**config.mk**
```make
export PLATFORM = sky130hd
export DESIGN_NAME = piece_mover
export DESIGN_NICKNAME = d
export VERILOG_FILES = /design/src/rtl/tetris_pkg.sv /design/src/rtl/piece_fits.sv /design/src/rtl/piece_mover.sv
export SDC_FILE = /design/constraint.sdc
export NUM_CORES = 1
export LEC_CHECK = 0
export CORE_UTILIZATION = 55
export CTS_CLUSTER_DIAMETER = 100
export DETAILED_ROUTE_END_ITERATION = 10
export PLACE_DENSITY = 0.83
export REMOVE_ABC_BUFFERS = 1
export SLEW_MARGIN = 20
export SYNTH_ARGS = -nofsm -noshare
export SYNTH_HDL_FRONTEND = slang
export SYNTH_SLANG_ARGS = --single-unit
```
**constraint.sdc**
```tcl
create_clock -name clk -period 6.65 [get_ports clk]
set_input_delay 1.33 -clock clk [delete_from_list [all_inputs] [get_ports clk]]
set_output_delay 1.33 -clock clk [all_outputs]
set_load 0.02 [all_outputs]
```
**src/rtl/tetris_pkg.sv**
```systemverilog
// Shared types and tables for the active-piece controller: FSM states,
// tetromino cell offsets per rotation, and spawn placement helpers.
package tetris_pkg;

    typedef enum logic [2:0] {
        ST_WAIT  = 3'd0,
        ST_SPAWN = 3'd1,
        ST_FALL  = 3'd2,
        ST_LOCK  = 3'd3,
        ST_OVER  = 3'd4
    } state_t;

    // Types: 0 I, 1 J, 2 L, 3 O, 4 S, 5 T, 6 Z. dy counts downward from the anchor row.
    localparam logic [1:0] PIECE_DX [7][4][4] = '{
        '{'{0,1,2,3}, '{2,2,2,2}, '{0,1,2,3}, '{1,1,1,1}},
        '{'{0,0,1,2}, '{1,2,1,1}, '{0,1,2,2}, '{1,1,0,1}},
        '{'{2,0,1,2}, '{1,1,1,2}, '{0,1,2,0}, '{0,1,1,1}},
        '{'{1,2,1,2}, '{1,2,1,2}, '{1,2,1,2}, '{1,2,1,2}},
        '{'{1,2,0,1}, '{1,1,2,2}, '{1,2,0,1}, '{0,0,1,1}},
        '{'{1,0,1,2}, '{1,1,2,1}, '{0,1,2,1}, '{1,0,1,1}},
        '{'{0,1,1,2}, '{2,1,2,1}, '{0,1,1,2}, '{1,0,1,0}}
    };

    localparam logic [1:0] PIECE_DY [7][4][4] = '{
        '{'{1,1,1,1}, '{0,1,2,3}, '{2,2,2,2}, '{0,1,2,3}},
        '{'{0,1,1,1}, '{0,0,1,2}, '{1,1,1,2}, '{0,1,2,2}},
        '{'{0,1,1,1}, '{0,1,2,2}, '{1,1,1,2}, '{0,0,1,2}},
        '{'{0,0,1,1}, '{0,0,1,1}, '{0,0,1,1}, '{0,0,1,1}},
        '{'{0,0,1,1}, '{0,1,1,2}, '{1,1,2,2}, '{0,1,1,2}},
        '{'{0,1,1,1}, '{0,1,1,2}, '{1,1,1,2}, '{0,1,1,2}},
        '{'{0,0,1,1}, '{0,1,1,2}, '{1,1,2,2}, '{0,1,1,2}}
    };

    localparam logic [1:0] SPAWN_ROT = 2'd0;

    function automatic int spawn_col(input int width);
        return (width - 4) / 2;
    endfunction

    function automatic int spawn_row(input int height);
        return height - 1;
    endfunction

endpackage

```
**src/rtl/piece_fits.sv**
```systemverilog
// Combinational placement check: expands an anchor/type/rotation into four
// cells and reports whether all of them are on the board and unoccupied.
module piece_fits
    import tetris_pkg::*;
#(
    parameter int WIDTH  = 8,
    parameter int HEIGHT = 8,
    parameter int XSIZE  = 3,
    parameter int YSIZE  = 3
) (
    input  logic signed [XSIZE+1:0]       ax,
    input  logic signed [YSIZE:0]         ay,
    input  logic [2:0]                    ptype,
    input  logic [1:0]                    rot,
    input  logic [HEIGHT-1:0][WIDTH-1:0]  lockedMatrix,
    output logic                          legal,
    output logic [3:0][XSIZE-1:0]         cellX,
    output logic [3:0][YSIZE-1:0]         cellY
);

    localparam logic signed [XSIZE+2:0] XLIM = (XSIZE+3)'(WIDTH);
    localparam logic signed [YSIZE+1:0] YLIM = (YSIZE+2)'(HEIGHT);

    logic signed [XSIZE+2:0] cx [4];
    logic signed [YSIZE+1:0] cy [4];

    always_comb begin
        legal = 1'b1;
        cellX = '0;
        cellY = '0;
        for (int k = 0; k < 4; k++) begin
            cx[k] = {ax[XSIZE+1], ax} + (XSIZE+3)'(PIECE_DX[ptype][rot][k]);
            cy[k] = {ay[YSIZE], ay} - (YSIZE+2)'(PIECE_DY[ptype][rot][k]);
            cellX[k] = cx[k][XSIZE-1:0];
            cellY[k] = cy[k][YSIZE-1:0];
            // Bounds are checked first; the matrix lookup only matters once in range.
            if (cx[k][XSIZE+2] || (cx[k] >= XLIM) || cy[k][YSIZE+1] || (cy[k] >= YLIM)
                || lockedMatrix[cellY[k]][cellX[k]])
                legal = 1'b0;
        end
    end

endmodule

```
**src/rtl/piece_mover.sv**
```systemverilog
// Active-piece controller: spawns, moves and rotates a tetromino against the
// locked matrix and hands it to the locker with a one-cycle fix pulse.
//
// state | meaning
// WAIT  | no piece; waiting for the locker to report fixdone
// SPAWN | load next piece at the top, check it fits
// FALL  | piece active; apply one gravity/move/rotate request per cycle
// LOCK  | present final cells with fix=1 for one cycle
// OVER  | spawn collided; gameOver held until reset
module piece_mover
    import tetris_pkg::*;
#(
    parameter int WIDTH  = 8,
    parameter int HEIGHT = 8,
    parameter int XSIZE  = 3,
    parameter int YSIZE  = 3
) (
    input  logic                          clk,
    input  logic                          reset,
    input  logic [HEIGHT-1:0][WIDTH-1:0]  lockedMatrix,
    input  logic                          fixdone,
    input  logic [2:0]                    pieceType,
    input  logic                          dropTick,
    input  logic                          left,
    input  logic                          right,
    input  logic                          rotate,
    output logic [3:0][XSIZE-1:0]         outX,
    output logic [3:0][YSIZE-1:0]         outY,
    output logic                          fix,
    output logic                          active,
    output logic                          gameOver
);

    localparam logic signed [XSIZE+1:0] SPAWN_AX = (XSIZE+2)'(spawn_col(WIDTH));
    localparam logic signed [YSIZE:0]   SPAWN_AY = (YSIZE+1)'(spawn_row(HEIGHT));
    localparam logic signed [XSIZE+1:0] ONE_X    = (XSIZE+2)'(1);
    localparam logic signed [YSIZE:0]   ONE_Y    = (YSIZE+1)'(1);

    state_t                  state, state_nx;
    logic signed [XSIZE+1:0] ax, cand_ax;
    logic signed [YSIZE:0]   ay, cand_ay;
    logic [1:0]              rot, cand_rot;
    logic [2:0]              ptype, cand_type;
    logic                    cand_legal, cur_legal, commit;
    logic [3:0][XSIZE-1:0]   cur_x;
    logic [3:0][YSIZE-1:0]   cur_y;

    always_ff @(posedge clk) begin
        if (reset) begin
            state <= ST_WAIT;
            ax    <= '0;
            ay    <= '0;
            rot   <= '0;
            ptype <= '0;
        end else begin
            state <= state_nx;
            if (commit) begin
                ax    <= cand_ax;
                ay    <= cand_ay;
                rot   <= cand_rot;
                ptype <= cand_type;
            end
        end
    end

    // Candidate mux: spawn placement or the single winning FALL request.
    always_comb begin
        cand_ax   = ax;
        cand_ay   = ay;
        cand_rot  = rot;
        cand_type = ptype;
        if (state == ST_SPAWN) begin
            cand_type = (pieceType == 3'd7) ? 3'd0 : pieceType;
            cand_rot  = SPAWN_ROT;
            cand_ax   = SPAWN_AX;
            cand_ay   = SPAWN_AY;
        end else if (state == ST_FALL) begin
            if (dropTick)    cand_ay  = ay - ONE_Y;
            else if (rotate) cand_rot = rot + 2'd1;
            else if (left)   cand_ax  = ax - ONE_X;
            else if (right)  cand_ax  = ax + ONE_X;
        end
    end

    always_comb begin
        state_nx = state;
        commit   = 1'b0;
        case (state)
            ST_WAIT:  if (fixdone) state_nx = ST_SPAWN;
            ST_SPAWN: begin
                commit   = 1'b1;
                state_nx = cand_legal ? ST_FALL : ST_OVER;
            end
            ST_FALL: begin
                if (dropTick) begin
                    commit = cand_legal;
                    if (!cand_legal) state_nx = ST_LOCK;
                end else if (rotate || left || right) begin
                    commit = cand_legal;
                end
            end
            ST_LOCK:  state_nx = ST_WAIT;
            ST_OVER:  state_nx = ST_OVER;
            default:  state_nx = ST_WAIT;
        endcase
    end

    piece_fits #(.WIDTH(WIDTH), .HEIGHT(HEIGHT), .XSIZE(XSIZE), .YSIZE(YSIZE)) u_cand_fits (
        .ax(cand_ax), .ay(cand_ay), .ptype(cand_type), .rot(cand_rot),
        .lockedMatrix(lockedMatrix), .legal(cand_legal), .cellX(), .cellY()
    );

    piece_fits #(.WIDTH(WIDTH), .HEIGHT(HEIGHT), .XSIZE(XSIZE), .YSIZE(YSIZE)) u_cur_fits (
        .ax(ax), .ay(ay), .ptype(ptype), .rot(rot),
        .lockedMatrix(lockedMatrix), .legal(cur_legal), .cellX(cur_x), .cellY(cur_y)
    );

    assign active   = (state == ST_FALL) || (state == ST_LOCK);
    assign fix      = (state == ST_LOCK);
    assign gameOver = (state == ST_OVER);
    assign outX     = active ? cur_x : '0;
    assign outY     = active ? cur_y : '0;

    // Only committed positions are ever shown, so the on-screen piece must fit.
    always_ff @(posedge clk) begin
        if (!reset && active)
            assert (cur_legal) else $error("active piece overlaps or leaves the board");
    end

endmodule

```
==> metrics.md <==
| Metric | Value |
|---|---|
| Worst path cell trace | clkdlybuf4s50_1 -> nor2b_1 -> nand3_1 -> xor2_1 -> or2_2 -> buf_4 -> o21ai_0 -> ha_1 -> inv_1 -> fa_1 -> buf_4 -> mux4_2 -> mux2i_1 -> nand2_1 -> o211ai_1 -> a21oi_1 -> nor4_1 -> nand4_1 -> or4_1 -> a21oi_1 |
| Unique masters post-synth | 78 |
| Run status | complete, no violations |
| IO Pins | 101 |
| Final WS setup | 0.290 ns |
| Leakage Power | 2.54 nW |
| Dpl hpwl | 14200 um |
| Worst path max stage delay | 0.64 ns |
| Fin cells | 857 |
| Critical path buffers and inverters | 4 |
| CP Launch Type | primary input |
| CP max-delay cell | fa_1 |
| Max Slew Vio Count | 0 |
| Grt peak-use layer | met2 |
| DRT antenna net count | 0 |
| CTS Sinks | 17 |
| Async set or reset register ratio after synthesis | 0% |
| Clk buf depth | 2 |
| Routing usage on met3 | 5.54% |
| Detailed Route WL | 17500 um |
| Full die area | 10400 um^2 |
| Placed cell areas | 6700 um^2 |
| Number of global-route vias before repair | 5536 |
| Number of synthesized register bits | 17 |
| First-pass GRT wire length | 27800 um |
| Worst-path clk slew | 0.08 ns |
| Period utilization | 95.6% |
| Post-cts resize count | 0 |
| Final net count | 853 |
| Pre-CTS setup slack | 0.120 ns |
| DR DRC count | 0 |
| Share of cells above drive strength 1 | 16.2% |
| Total track usage | 34.8% |
| Synth cell count leaders | mux4_2, nor2_1, nand2_1 |
| Synth area leader | mux4_2 |
| CTS tree | done |
| Final setup TNS | 0 ns |
| Crit Path Category | primary input to register |
| Mean Syn Cell Area | 8.64 um^2 |
| WL/cell | 20.4 um |
| Seq/Total Area, Yosys | 6.16% |
| Placed cell count | 853 |
| Final hold violation count | 0 |
| Fin area | 6750 um^2 |
| Ys Warns | 0 |
| WHS | 0.517 ns |
| Worst-skew pair later-pin latency | 0.27 ns |
| Top-area cell type share of the netlist area | 25.7% |
| CP max FO | 12 |
| Final min period | 6.36 ns |
| Reg2reg path depth | 21 |
| Fmax | 157 MHz |
| Antenna diode count | 0 |
| WP data arrival | 6.56 ns |
| Worst Path Required | 6.85 ns |
| Clock skew | 0.0124 ns |
| Die height | 102 um |
| Max-cap violations | 0 |
| # fillers | 819 |
| Root Buffer | clkbuf_8 |
| Postcts setup bufs | 0 |
| Die Wd | 102 um |
| Top FF cell, synth | dfxtp_1 |
| Port-buffer cells | 100 |
| Via density | 6.75 |
| Core area | 9770 um^2 |
| Worst Hold Class | register to register |
| Gpl congestion | 0.964 |
| FP Rows | 36 |
| Largest net degree at the start of global routing | 31 |
| Worst-margin pin slew | 0.888 ns |
| Critical path depth in cells | 20 |
| EDFF count, synth | 0 |
| CTS Hold Bufs | 0 |
| First-pass iteration count of the detailed router | 5 |
| Rel. slew slack | 40.7% |
| Power per standard cell area | 182 nW/um^2 |
| Area growth, synth to finish | 22.2% |
| Crit-path leading delay family | simple AND/OR/NAND/NOR gates |
| RSZ-0062 raised after global routing | no |
| Util after Layout | 69.0% |
| Finish-stage setup viols | 0 |
| CTS Buf Count | 3 |
| DRT iter0 DRCs | 425 |
| Post-synthesis cell count | 639 |
| Peak VDD IR | 0.000109 V |
| Via Count | 5789 |
| Top cells by area, synth | mux4_2, ha_1, dfxtp_1 |
| Worst hold path stage count | 1 |
| Total Power | 1.23 mW |
| GRT overflow | 0 |
| Grt met2 use | 60.7% |
| CP Capture Type | register |
| Initial Utilization | 56.5% |
| Post-Synthesis Cell Area | 5520 um^2 |
| H-tree levels | 1 |
| M1 GR Usage | 42.1% |
| Initial antenna violation count | 0 |
==> routing by layer <==
metal  wire length, um  share of wire [%]  vias up
li1                  -                  -     2620
met1              6640                 38     2752
met2              8620                 49      343
met3              1370                7.8       74
met4               850                4.9        0
met5                 0                  0        -
==> path summary, 6_finish.rpt <==
| kind | startpoint | endpoint | slack (ns) |
|---|---|---|---|
| setup / recovery | rotate | ax[3] | 0.29 |
| hold / removal | ay[3] | ay[3] | 0.52 |
| setup reg to reg | state[0] | ax[3] | 0.74 |
| hold reg to reg | ay[3] | ay[3] | 0.52 |
==> cell usage in the layout (no fill, tap or decap), types with 4 or more instances in the layout <==
master,Yosys,layout
inv_1,34,34
a21oi_1,42,42
a211oi_1,13,13
mux2_2,5,5
nor4_1,4,4
nor2b_1,12,12
o21ai_0,35,35
a21o_1,5,5
nand2_1,49,49
a22oi_1,11,11
and2_1,10,10
nor3_1,9,9
a31oi_1,7,7
and3_1,7,7
fa_1,16,16
buf_4,2,27
mux4_2,63,63
o211ai_1,11,11
dfxtp_1,17,17
nand2b_1,5,5
clkdlybuf4s50_1,0,100
ha_1,38,38
nor2_1,63,63
mux2i_1,14,14
or4_1,4,4
xor2_1,8,8
o31ai_1,5,5
o21a_1,6,6
nand3_1,24,24
xnor2_1,10,10
==> flip-flops by register name, summed over array words and instances (netlist names) <==
register / flops
ax: 5
ay: 4
ptype: 3
state: 3
rot: 2
==> cells by family (layout without fill, tap and decap cells) <==
kind of cell    after synthesis  count (layout)  synth area share [%]
xor+xnor                     18              18                  2.85
compound gates              165             165                  19.7
flops                        17              17                  6.16
fa+ha+maj                    54              54                  14.4
simple gates                219             219                  20.6
mux                          84              84                  29.9
buf+inv                      82             167                  6.36
==> power by group <==
| part | leakage (nW) | internal [mW] | total (mW) | switching [mW] |
|---|---|---|---|---|
| logic | 2.38 | 0.516 | 1.03 | 0.510 |
| clock network | 0.0217 | 0.0424 | 0.0840 | 0.0416 |
| registers | 0.138 | 0.106 | 0.118 | 0.0127 |
| total | 2.54 | 0.664 | 1.23 | 0.565 |
==> cell type report <==
| type | count | area [um^2] | area share [%] |
|---|---|---|---|
| multi-input cells | 540 | 4840 | 71.7 |
| repair buffers | 128 | 1220 | 18.1 |
| flip-flops and latches | 17 | 340 | 5.04 |
| well taps | 133 | 166 | 2.47 |
| inverters | 35 | 131 | 1.95 |
| clock buffers | 3 | 41.3 | 0.612 |
| clock inverters | 1 | 7.51 | 0.111 |
Power figures use the tool's default switching activity.
